### src/rtl/parallel_serial_if.sv
// Word handshake in, serial bit stream out, for the byte-to-bit serializer.
// The master side supplies words; the slave side is the serializer itself.
interface parallel_serial_if;
  logic [7:0] data_in;
  logic       valid_in;
  logic       ready_out;
  logic       data_out;
  logic       byte_start;

  modport master (
    output data_in,
    output valid_in,
    input  ready_out,
    input  data_out,
    input  byte_start
  );

  modport slave (
    input  data_in,
    input  valid_in,
    output ready_out,
    output data_out,
    output byte_start
  );
endinterface

### src/rtl/parallel_serial.sv
// Byte-to-bit serializer: shifts 8-bit words out MSB first, one bit per clock.
// It sends alignment COM symbols after reset and fills idle time with COM.
module parallel_serial #(
  parameter int         SYNC_SYMBOLS = 4,
  parameter logic [7:0] COM_SYMBOL   = 8'hBC
) (
  input  logic             clk,
  input  logic             rst_n,
  parallel_serial_if.slave ps
);

  localparam logic [3:0] SYNC_LAST = 4'(SYNC_SYMBOLS - 1);

  typedef enum logic {SYNC, DATA} state_t;

  state_t     state_reg, state_next;
  logic [7:0] cur_reg, cur_next;
  logic [7:0] hold_reg, hold_next;
  logic       hold_full_reg, hold_full_next;
  logic [2:0] bit_cnt_reg, bit_cnt_next;
  logic [3:0] sync_cnt_reg, sync_cnt_next;
  logic       data_out_reg, data_out_next;
  logic       byte_start_reg, byte_start_next;

  logic [7:0] cur_rev;
  logic       sym_end;
  logic       ready;
  logic       accept;

  // Bit-reversed view so the bit counter indexes MSB first directly.
  for (genvar gi = 0; gi < 8; gi++) begin : g_rev
    assign cur_rev[gi] = cur_reg[7 - gi];
  end

  assign sym_end = (bit_cnt_reg == 3'd7);
  // A word may land in hold at the same edge hold drains into cur.
  assign ready   = (state_reg == DATA) && (!hold_full_reg || sym_end);
  assign accept  = ready && ps.valid_in;

  assign ps.ready_out  = ready;
  assign ps.data_out   = data_out_reg;
  assign ps.byte_start = byte_start_reg;

  always_ff @(posedge clk or negedge rst_n) begin
    if (!rst_n) begin
      state_reg      <= SYNC;
      cur_reg        <= COM_SYMBOL;
      hold_reg       <= 8'h00;
      hold_full_reg  <= 1'b0;
      bit_cnt_reg    <= 3'd0;
      sync_cnt_reg   <= 4'd0;
      data_out_reg   <= 1'b0;
      byte_start_reg <= 1'b0;
    end else begin
      state_reg      <= state_next;
      cur_reg        <= cur_next;
      hold_reg       <= hold_next;
      hold_full_reg  <= hold_full_next;
      bit_cnt_reg    <= bit_cnt_next;
      sync_cnt_reg   <= sync_cnt_next;
      data_out_reg   <= data_out_next;
      byte_start_reg <= byte_start_next;
    end
  end

  always_comb begin
    state_next      = state_reg;
    cur_next        = cur_reg;
    hold_next       = hold_reg;
    hold_full_next  = hold_full_reg;
    bit_cnt_next    = bit_cnt_reg + 3'd1;
    sync_cnt_next   = sync_cnt_reg;
    data_out_next   = cur_rev[bit_cnt_reg];
    byte_start_next = (bit_cnt_reg == 3'd0);

    if (sym_end) begin
      cur_next       = hold_full_reg ? hold_reg : COM_SYMBOL;
      hold_full_next = 1'b0;
    end

    case (state_reg)
      SYNC: begin
        if (sym_end) begin
          sync_cnt_next = sync_cnt_reg + 4'd1;
          if (sync_cnt_reg == SYNC_LAST) begin
            state_next = DATA;
          end
        end
      end
      DATA: begin
        if (accept) begin
          hold_next      = ps.data_in;
          hold_full_next = 1'b1;
        end
      end
      default: state_next = SYNC;
    endcase
  end

endmodule

### src/flat_wrapper.sv
// flat-port wrapper written by rule: the top's interface ports become plain ports
module parallel_serial_flat 
#(
  parameter int         SYNC_SYMBOLS = 4,
  parameter logic [7:0] COM_SYMBOL   = 8'hBC
)
  (clk, rst_n, ps_data_in, ps_valid_in, ps_ready_out, ps_data_out, ps_byte_start);
  parallel_serial_if ps_i ();
  input  logic clk;
  input  logic rst_n;
  input wire logic [$bits(ps_i.data_in)-1:0] ps_data_in;
  input wire logic [$bits(ps_i.valid_in)-1:0] ps_valid_in;
  output wire logic [$bits(ps_i.ready_out)-1:0] ps_ready_out;
  output wire logic [$bits(ps_i.data_out)-1:0] ps_data_out;
  output wire logic [$bits(ps_i.byte_start)-1:0] ps_byte_start;
  assign ps_i.data_in = ps_data_in;
  assign ps_i.valid_in = ps_valid_in;
  assign ps_ready_out = ps_i.ready_out;
  assign ps_data_out = ps_i.data_out;
  assign ps_byte_start = ps_i.byte_start;
  parallel_serial #(.SYNC_SYMBOLS(SYNC_SYMBOLS), .COM_SYMBOL(COM_SYMBOL)) u_core (.clk(clk), .rst_n(rst_n), .ps(ps_i));
endmodule
### config.mk
export PLATFORM = sky130hd
export DESIGN_NAME = parallel_serial_flat
export DESIGN_NICKNAME = d
export VERILOG_FILES = /design/src/rtl/parallel_serial_if.sv /design/src/rtl/parallel_serial.sv /design/src/flat_wrapper.sv
export SDC_FILE = /design/constraint.sdc
export NUM_CORES = 1
export LEC_CHECK = 0
export BUFFER_PORTS_ARGS = -buffer_cell sky130_fd_sc_hd__buf_4
export CAP_MARGIN = 10
export CORE_ASPECT_RATIO = 0.8
export CORE_MARGIN = 2
export CORE_UTILIZATION = 54
export DETAILED_ROUTE_END_ITERATION = 7
export PLACE_DENSITY = 0.79
export SLEW_MARGIN = 20
export SYNTH_ARGS = -nofsm -noshare
export SYNTH_HDL_FRONTEND = slang
export SYNTH_SLANG_ARGS = --single-unit
export TNS_END_PERCENT = 10
### constraint.sdc
create_clock -name clk -period 2.3 [get_ports clk]
set_input_delay 0.23 -clock clk [delete_from_list [all_inputs] [get_ports clk]]
set_output_delay 0.23 -clock clk [all_outputs]
set_load 0.1 [all_outputs]
-- Yosys cells after proc, flatten, opt, wreduce, memory -nomap -nowiden
Index checks and enable logic that the tools add are counted.
Widths: inputs -> output; s select.
- multiplexer cells: 9
- add/sub/neg operators: 2
- equality and inequality tests: 2
- reductions and logical operators: 7
- order comparisons: 1
- bitwise logic cells: 1
- operators with widths (kind ; count):
    $mux 8 ; 1
    $mux 1 ; 7
    $add 4x1->4 const B ; 1
    $eq 4x2->1 const B ; 1
    $lt 3x4->1 const B ; 1
    $reduce_and 2->1 ; 2
    $add 3x1->3 const B ; 1
    $bmux 1 s3 ; 1
    $eq 3x3->1 const B ; 1
    $logic_not 3->1 ; 1
    $logic_and 1x1->1 ; 2
    $logic_not 1->1 ; 1
    $logic_or 1x1->1 ; 1
    $not 1->1 ; 1
- word-level logic and storage cells: 30
- bits of input ports: 11
- output and inout bits: 3
- flip-flop bits (word level): 27

-- Longest topological paths before layout
Gate-level depths: netlist of the first run.
- depth after elaboration: 6
- mapped depth: 5
- mapped depth without buffers: 5

-- Worst setup path before layout of the first run
No wires, ideal clock.
- path type: register to output
- start: register u_core.bit_cnt_reg[0]
- end: output ps_ready_out
- buffers on the path: 0
- setup slack: 367 ps
- data required time: 2070 ps
- arrival: 1703 ps
- cell stages (with the launch flop): 5
- cells stage by stage: dfrtp_1 ha_1 ha_1 nand2b_2 and2_1
- word-level cells in the longest chain between the ends: 3
- RTL lines (what ; line ; text):
    start: declaration ; parallel_serial.sv:20 ; logic [2:0] bit_cnt_reg, bit_cnt_next;
    start signal: assignment ; parallel_serial.sv:59 ; bit_cnt_reg <= bit_cnt_next;
    $eq 3x3->1 ; parallel_serial.sv:35 ; assign sym_end = (bit_cnt_reg == 3'd7);
    $logic_or 1x1->1 ; parallel_serial.sv:37 ; assign ready = (state_reg == DATA) && (!hold_full_reg || sym_end);
    $logic_and 1x1->1 ; parallel_serial.sv:37 ;
    end: declaration ; flat_wrapper.sv:13 ; output wire logic [$bits(ps_i.ready_out)-1:0] ps_ready_out;
No other way between the ends.

-- Worst setup path after layout of the first run
Same ends and word-level chain as after synthesis.

==> impl_results.md, run 1 <==
* Status: finished, final reports clean
* Setup crit start: u_core.bit_cnt_reg[0]$_DFF_PN0_
* Maximum clock frequency at roughly 0.49 GHz
* Vias in the first global route at between 600 and 700
* Tcrit/Tclk final at between 80% and 90%
* CTS tree: done
* DP HPWL at about 1200 um
* Root buffer cell: clkbuf_4
* Syn Area/Cell at about 14 sq um
* Sink Count at 27
* Share of cells above drive strength 1 at a little under two fifths
* Die area at between 2000 and 2500 sq um
* Setup TNS Final at 0 ps
* CP startpoint kind: flip-flop
* Skew-Pair Late Insertion Delay at 320 ps
* Fin. max-slew vios at 0
* Yosys warns at 0
* Tmin final at 2040 ps
* Leakage at slightly below 0.0006 uW
* Resize count post-CTS at 0
* Synth-to-layout area growth at 15.3%
* Drt pass-1 iters at 4
* RSZ-0062 raised after global routing: false
* TritonCTS Buffers at 3
* DR vias at 611
* Avg WL per Cell at around 14 um
* Synthesized area at between 1000 and 1500 sq um
* Global-route wire length before repair at 2950 um
* Most common cell after layout, fill and taps aside: dfrtp_1
* Final #Nets at 110
* FILL cells at 148
* Die H at between 40 and 50 um
* EDFF count, synth at 0
* DRC violations left at 0
* Finish-stage setup viols at 0
* Die W at approximately 54 um
* Multi-input logic area at ~400 sq um
* HP Start: ps_data_in[4]
* Worst min path class: primary input to flip-flop
* #FFs+latches synth at 27
* Pin count of the biggest net entering global routing at 28
* Clock-pin slew on the worst setup and hold paths at approximately 140 ps
* # diodes at 0
* Reg area at 682 sq um
* Total congestion overflow at 0
* Core Footprint at approximately 1900 sq um
* Max FO, Critical Path at 4
* Critical path required time at 2070 ps
* Finished Cell Area at approximately 1300 sq um
* Post-route ant nets at 0
* Worst reg2reg path startpoint: u_core.bit_cnt_reg[0]$_DFF_PN0_
* Placement Cell Area at between 1000 and 1500 sq um
* Routed wire length at ~1700 um
* Arrival time at the worst endpoint at 1810 ps
* Synth Instances at 76
* Finished Layout Cells at between 100 and 150
* Max cap viols at 0
* Crit. End Element: output pin
* Post-synth cell types at 22
* Max-slew headroom at just under 80%
* Initial Utilization at between 50 and 60%
* Synthesized net count at just over 90
* GPL Wtd Cong at around 0.73
* H-tree depth at 1
* Clock Tree Buf Depth at 2
* Site Rows at 14
* PortBufs at 13
* Share of synthesized flip-flops with an asynchronous set or reset at 100%
* Max VDD drop at 578 uV
* Final hold vios at 0
* Slew @ Worst Pin at between 300 and 400 ps
* Tot GR Track Use at 18.6%
* Power per Cell Area at 726 nW/um^2
* Seq/Total Area, Yosys at approximately three fifths
* Initial DRC Count at 5
* Ports at 14
* Initial antenna violation count at 0
* Vias per std cell at between 5 and 6
* Crit Path Class: flip-flop to output pin
* Clk_skew at between 5 and 6 ps
* Dpl cells at roughly 110
* Commonest non-fill, non-tap cells in the layout: dfrtp_1 (22), buf_4 (14), mux2_2 (10)
* Ys flop type: dfrtp_1
## cells by family (layout without fill, tap and decap cells)
family          count (synthesis)  count (layout)  synth area share (%)
buf+inv                         7              25                  2.39
compound gates                  9               9                  5.91
xor+xnor                        3               3                  2.39
simple gates                   14              14                  7.84
flops                          27              27                  61.9
fa+ha+maj                       4               4                  4.55
mux                            12              12                  15.0
## cell type report
type                            count  area share (%)
Clock buffer                        3            1.77
Clock inverter                      1           0.394
Inverter                            6            1.77
Multi-Input combinational cell     42            30.9
Timing Repair Buffer               15            9.06
Sequential cell                    27            53.7
Tap cell                           24            2.36
## power breakdown
| part | switching (uW) | internal (uW) |
|---|---|---|
| combinational | 75.6 | 70.8 |
| clock | 134 | 65.3 |
| sequential | 31.1 | 545 |
## Yosys cell counts, types with 2 or more instances
cell type | n | area [sq um]
o22a_1 | 4 | 35.0
o21ai_0 | 3 | 15.0
dfstp_2 | 5 | 131
mux4_1 | 2 | 52.6
dfrtp_1 | 22 | 551
inv_1 | 6 | 22.5
xnor2_1 | 2 | 17.5
nand2_1 | 3 | 11.3
mux2_2 | 10 | 113
ha_1 | 4 | 50.1
nor2_1 | 2 | 7.51
nand3_1 | 3 | 15.0
## timing repair
action | in CTS | in global routing
buffers inserted | 0 | 0
hold buffers | 1 | 0
endpoints found under the hold margin | 22 | 0
setup endpoints to repair | 0 | 0
## layer usage
layer / global-route usage [%] / vias up / part of all wire [%]
met2: 28.2 / 14 / 47
met4: 7.50 / 0 / 1.6
li1: - / 303 / -
met3: 7.09 / 4 / 4.7
met5: 0 / - / 0
met1: 24.1 / 290 / 47
## metrics by stage
step           total power [uW]  util, %  hold WS (ps)  worst slack (ps)
2_1_floorplan               680        -         -65.6               367
3_3_place_gp                724     64.5           151               652
3_5_place_dp                735     64.5           159               598
4_1_cts                     933     66.5           114               242
5_1_grt                     966     66.5           109               156
6_report                    922     66.5           122               261
## worst max-delay path, stage by stage (launching register included)
cell,delay [ps]
dfrtp_1,450
ha_1,230
ha_1,200
nand2b_2,210
and2_1,170
buf_4,220
## final timing paths
path / to / slack (ps) / cells past startpoint
min in group asynchronous: u_core.sync_cnt_reg[3]$_DFFE_PN0P_ / 330 / 2
hold reg to reg: u_core.sync_cnt_reg[3]$_DFFE_PN0P_ / 480 / 1
setup / recovery: ps_ready_out / 260 / 5
hold / removal: u_core.hold_reg[4]$_DFFE_PN0P_ / 120 / 2
setup reg to reg: u_core.hold_reg[5]$_DFFE_PN0P_ / 590 / 5
max in group asynchronous: u_core.cur_reg[4]$_DFFE_PN1P_ / 1670 / 2
Power figures use the tool's default switching activity.
==> run 2, diff against run 1 <==
GPL_TIMING_DRIVEN = 0   (was default)
==> run 2 against run 1 <==
  * Utilization is 0.20 points lower
  * First-iteration DRC count is 60% higher
  * Flip-flop and latch count stayed put
  * Wire length is 6.4% lower
  * Critical path depth stayed put
  * Power is 0.46% lower
  * Register-to-register slack worse by 140 ps
  * Sequential power hardly changed
  * Die area stayed put
  * Setup slack worse by 140 ps
  * Count of clock-buffer cells in the layout stayed put
  * Largest cell class unchanged
==> impl_results.md, run 2 (same netlist as run 1, synthesis figures left out) <==
* Die H at 44.4 um (unchanged)
* Maximum clock frequency at 0.459 GHz (-6.3%)
* Skew-Pair Late Insertion Delay at 320 ps (about the same)
* Slew @ Worst Pin at 359 ps (+27.3 ps)
* Sink Count at 27 (unchanged)
* Power per Cell Area at 725 nW/um^2 (-0.16%)
* Leakage at 0.000586 uW (-0.72%)
* Core Footprint at 1910 sq um (unchanged)
* Setup TNS Final at 0 ps (unchanged)
* Synth-to-layout area growth at 15.0%
* Family with the most delay on the worst path: adder cells
* Die area at 2420 sq um (unchanged)
* Worst reg2reg path startpoint: u_core.bit_cnt_reg[0]$_DFF_PN0_
* Critical Path Most Common Cell: ha_1
* Crit-path cells: ha_1 > ha_1 > nand2b_2 > and2_1 > buf_4
* Resize count post-CTS at 0 (unchanged)
* Fin. max-slew vios at 0 (unchanged)
* DP HPWL at 1160 um (-4.0%)
* CP Buf/Inv Count at 1 (unchanged)
* Tcrit/Tclk final at 94.6% (+6.0 points)
* Internal power at 681 uW (about the same)
* # diodes at 0 (unchanged)
* Setup crit start: u_core.bit_cnt_reg[0]$_DFF_PN0_
* Vias in the first global route at 649 (+0.62%)
* CTS tree: done
* Share of cells above drive strength 1 at 37.2% (-1.1 points)
* Total congestion overflow at 0 (unchanged)
* CP startpoint kind: flip-flop
* Net Sw Frac at 25.8% (-0.31 points)
* Ports at 14 (unchanged)
* Vias per std cell at 5.37 (+3.8%)
* Critical path required time at 2070 ps (about the same)
* Global-route wire length before repair at 2850 um (-3.3%)
* Max cap viols at 0 (unchanged)
* Finished Layout Cells at 118 (unchanged)
* Arrival time at the worst endpoint at 1950 ps (+140 ps)
* Routed wire length at 1570 um (-6.4%)
* Post-route ant nets at 0 (unchanged)
* Tot GR Track Use at 17.0% (-1.6 points)
* Clock-pin slew on the worst setup and hold paths at 140 ps (about the same)
* Status: finished, final reports clean
* Drt pass-1 iters at 4 (unchanged)
* Hold Buf Count CTS at 1 (unchanged)
* Worst min path class: primary input to flip-flop
* DR vias at 634 (+3.8%)
* Finished Cell Area at 1270 sq um (-0.30%)
* Initial Utilization at 57.7% (unchanged)
* Root buffer cell: clkbuf_4
* H-tree depth at 1 (unchanged)
* Placement Cell Area at 1230 sq um (-0.30%)
* Power share of the combinational group at 15.9% (about the same)
* GPL Wtd Cong at 0.722 (-1.6%)
* Clock Tree Buf Depth at 2 (unchanged)
* Most common cell after layout, fill and taps aside: dfrtp_1
* Dpl cells at 113 (unchanged)
* CP max stage cell: dfrtp_1
* Seq pwr share at 62.6% (about the same)
* Final hold vios at 0 (unchanged)
* Initial antenna violation count at 0 (unchanged)
* # Post-CTS Setup Buffers at 0 (unchanged)
* CP max stage delay at 460 ps (about the same)
* Final #Nets at 110 (unchanged)
* Pin count of the biggest net entering global routing at 28 (unchanged)
* DRC violations left at 0 (unchanged)
* Clk network pwr share at 21.6% (about the same)
* Initial DRC Count at 8 (+3)
* Crit Path Class: flip-flop to output pin
* Max FO, Critical Path at 7 (+3)
* Commonest non-fill, non-tap cells in the layout: dfrtp_1 (22), buf_4 (13), mux2_2 (10)
* WHS at 133 ps (+10.9 ps)
* Max VDD drop at 699 uV (+21%)
* Max-slew headroom at 76.1% (-1.8 points)
* Clk_skew at 4.74 ps (-0.918 ps)
* Tmin final at 2180 ps (+137 ps)
* TritonCTS Buffers at 3 (unchanged)
* RSZ-0062 raised after global routing: false
* Avg WL per Cell at 13.3 um (-6.4%)
* HP Start: ps_data_in[0]
* Crit. End Element: output pin
* Site Rows at 14 (unchanged)
* Finish-stage setup viols at 0 (unchanged)
* PortBufs at 13 (unchanged)
* Die W at 54.5 um (unchanged)
* Switching power at 237 uW (-1.6%)
-- run 2: changes by cell type in the layout (fill, tap and decap cells not counted) --
cell	change
buf_4	-1
clkbuf_1	+1
-- run 2: area by class of cell --
type / count / area [sq um]
tap: 24 / 30.0
clock buffer: 3 / 22.5
inverter: 6 / 22.5
fill: 138 / 643
buffer: 1 / 3.75
multi-input combinational: 42 / 393
timing repair buffer: 14 / 108
sequential: 27 / 682
clock inverter: 1 / 5.00
-- run 2: path summary, 6_finish.rpt --
kind	endpoint	slack, ps	depth (start not counted)
max	ps_ready_out	120	5
min	u_core.hold_reg[0]$_DFFE_PN0P_	130	2
max reg2reg	u_core.hold_reg[5]$_DFFE_PN0P_	450	5
min reg2reg	u_core.ps.byte_start$_DFF_PN0_	490	1
max in group asynchronous	u_core.cur_reg[7]$_DFFE_PN1P_	1670	2
min in group asynchronous	u_core.ps.byte_start$_DFF_PN0_	330	2
-- run 2: per-layer routing --
layer | up-vias | track usage, % | part of all wire [%]
li1 | 304 | - | -
met1 | 316 | 23.0 | 47
met2 | 12 | 25.5 | 48
met3 | 2 | 7.09 | 4.8
met4 | 0 | 4.50 | 0.83
met5 | - | 0 | 0
-- run 2: stage by stage --
stage | total power (uW) | utilization (%) | worst slack [ps]
CTS | 928 | 66.3 | 124
detailed placement | 730 | 64.4 | 488
finish | 918 | 66.3 | 124
global placement | 722 | 64.4 | 508
floorplan | 680 | - | 367
global route | 966 | 66.3 | 21.4
-- run 2: power groups by stage --
stage / Combinational, uW / Sequential, uW / Clock (uW)
6_report: 146 / 574 / 198
4_1_cts: 148 / 575 / 206
2_1_floorplan: 78.3 / 602 / 0
3_5_place_dp: 146 / 584 / 0
3_3_place_gp: 141 / 581 / 0
5_1_grt: 159 / 583 / 225
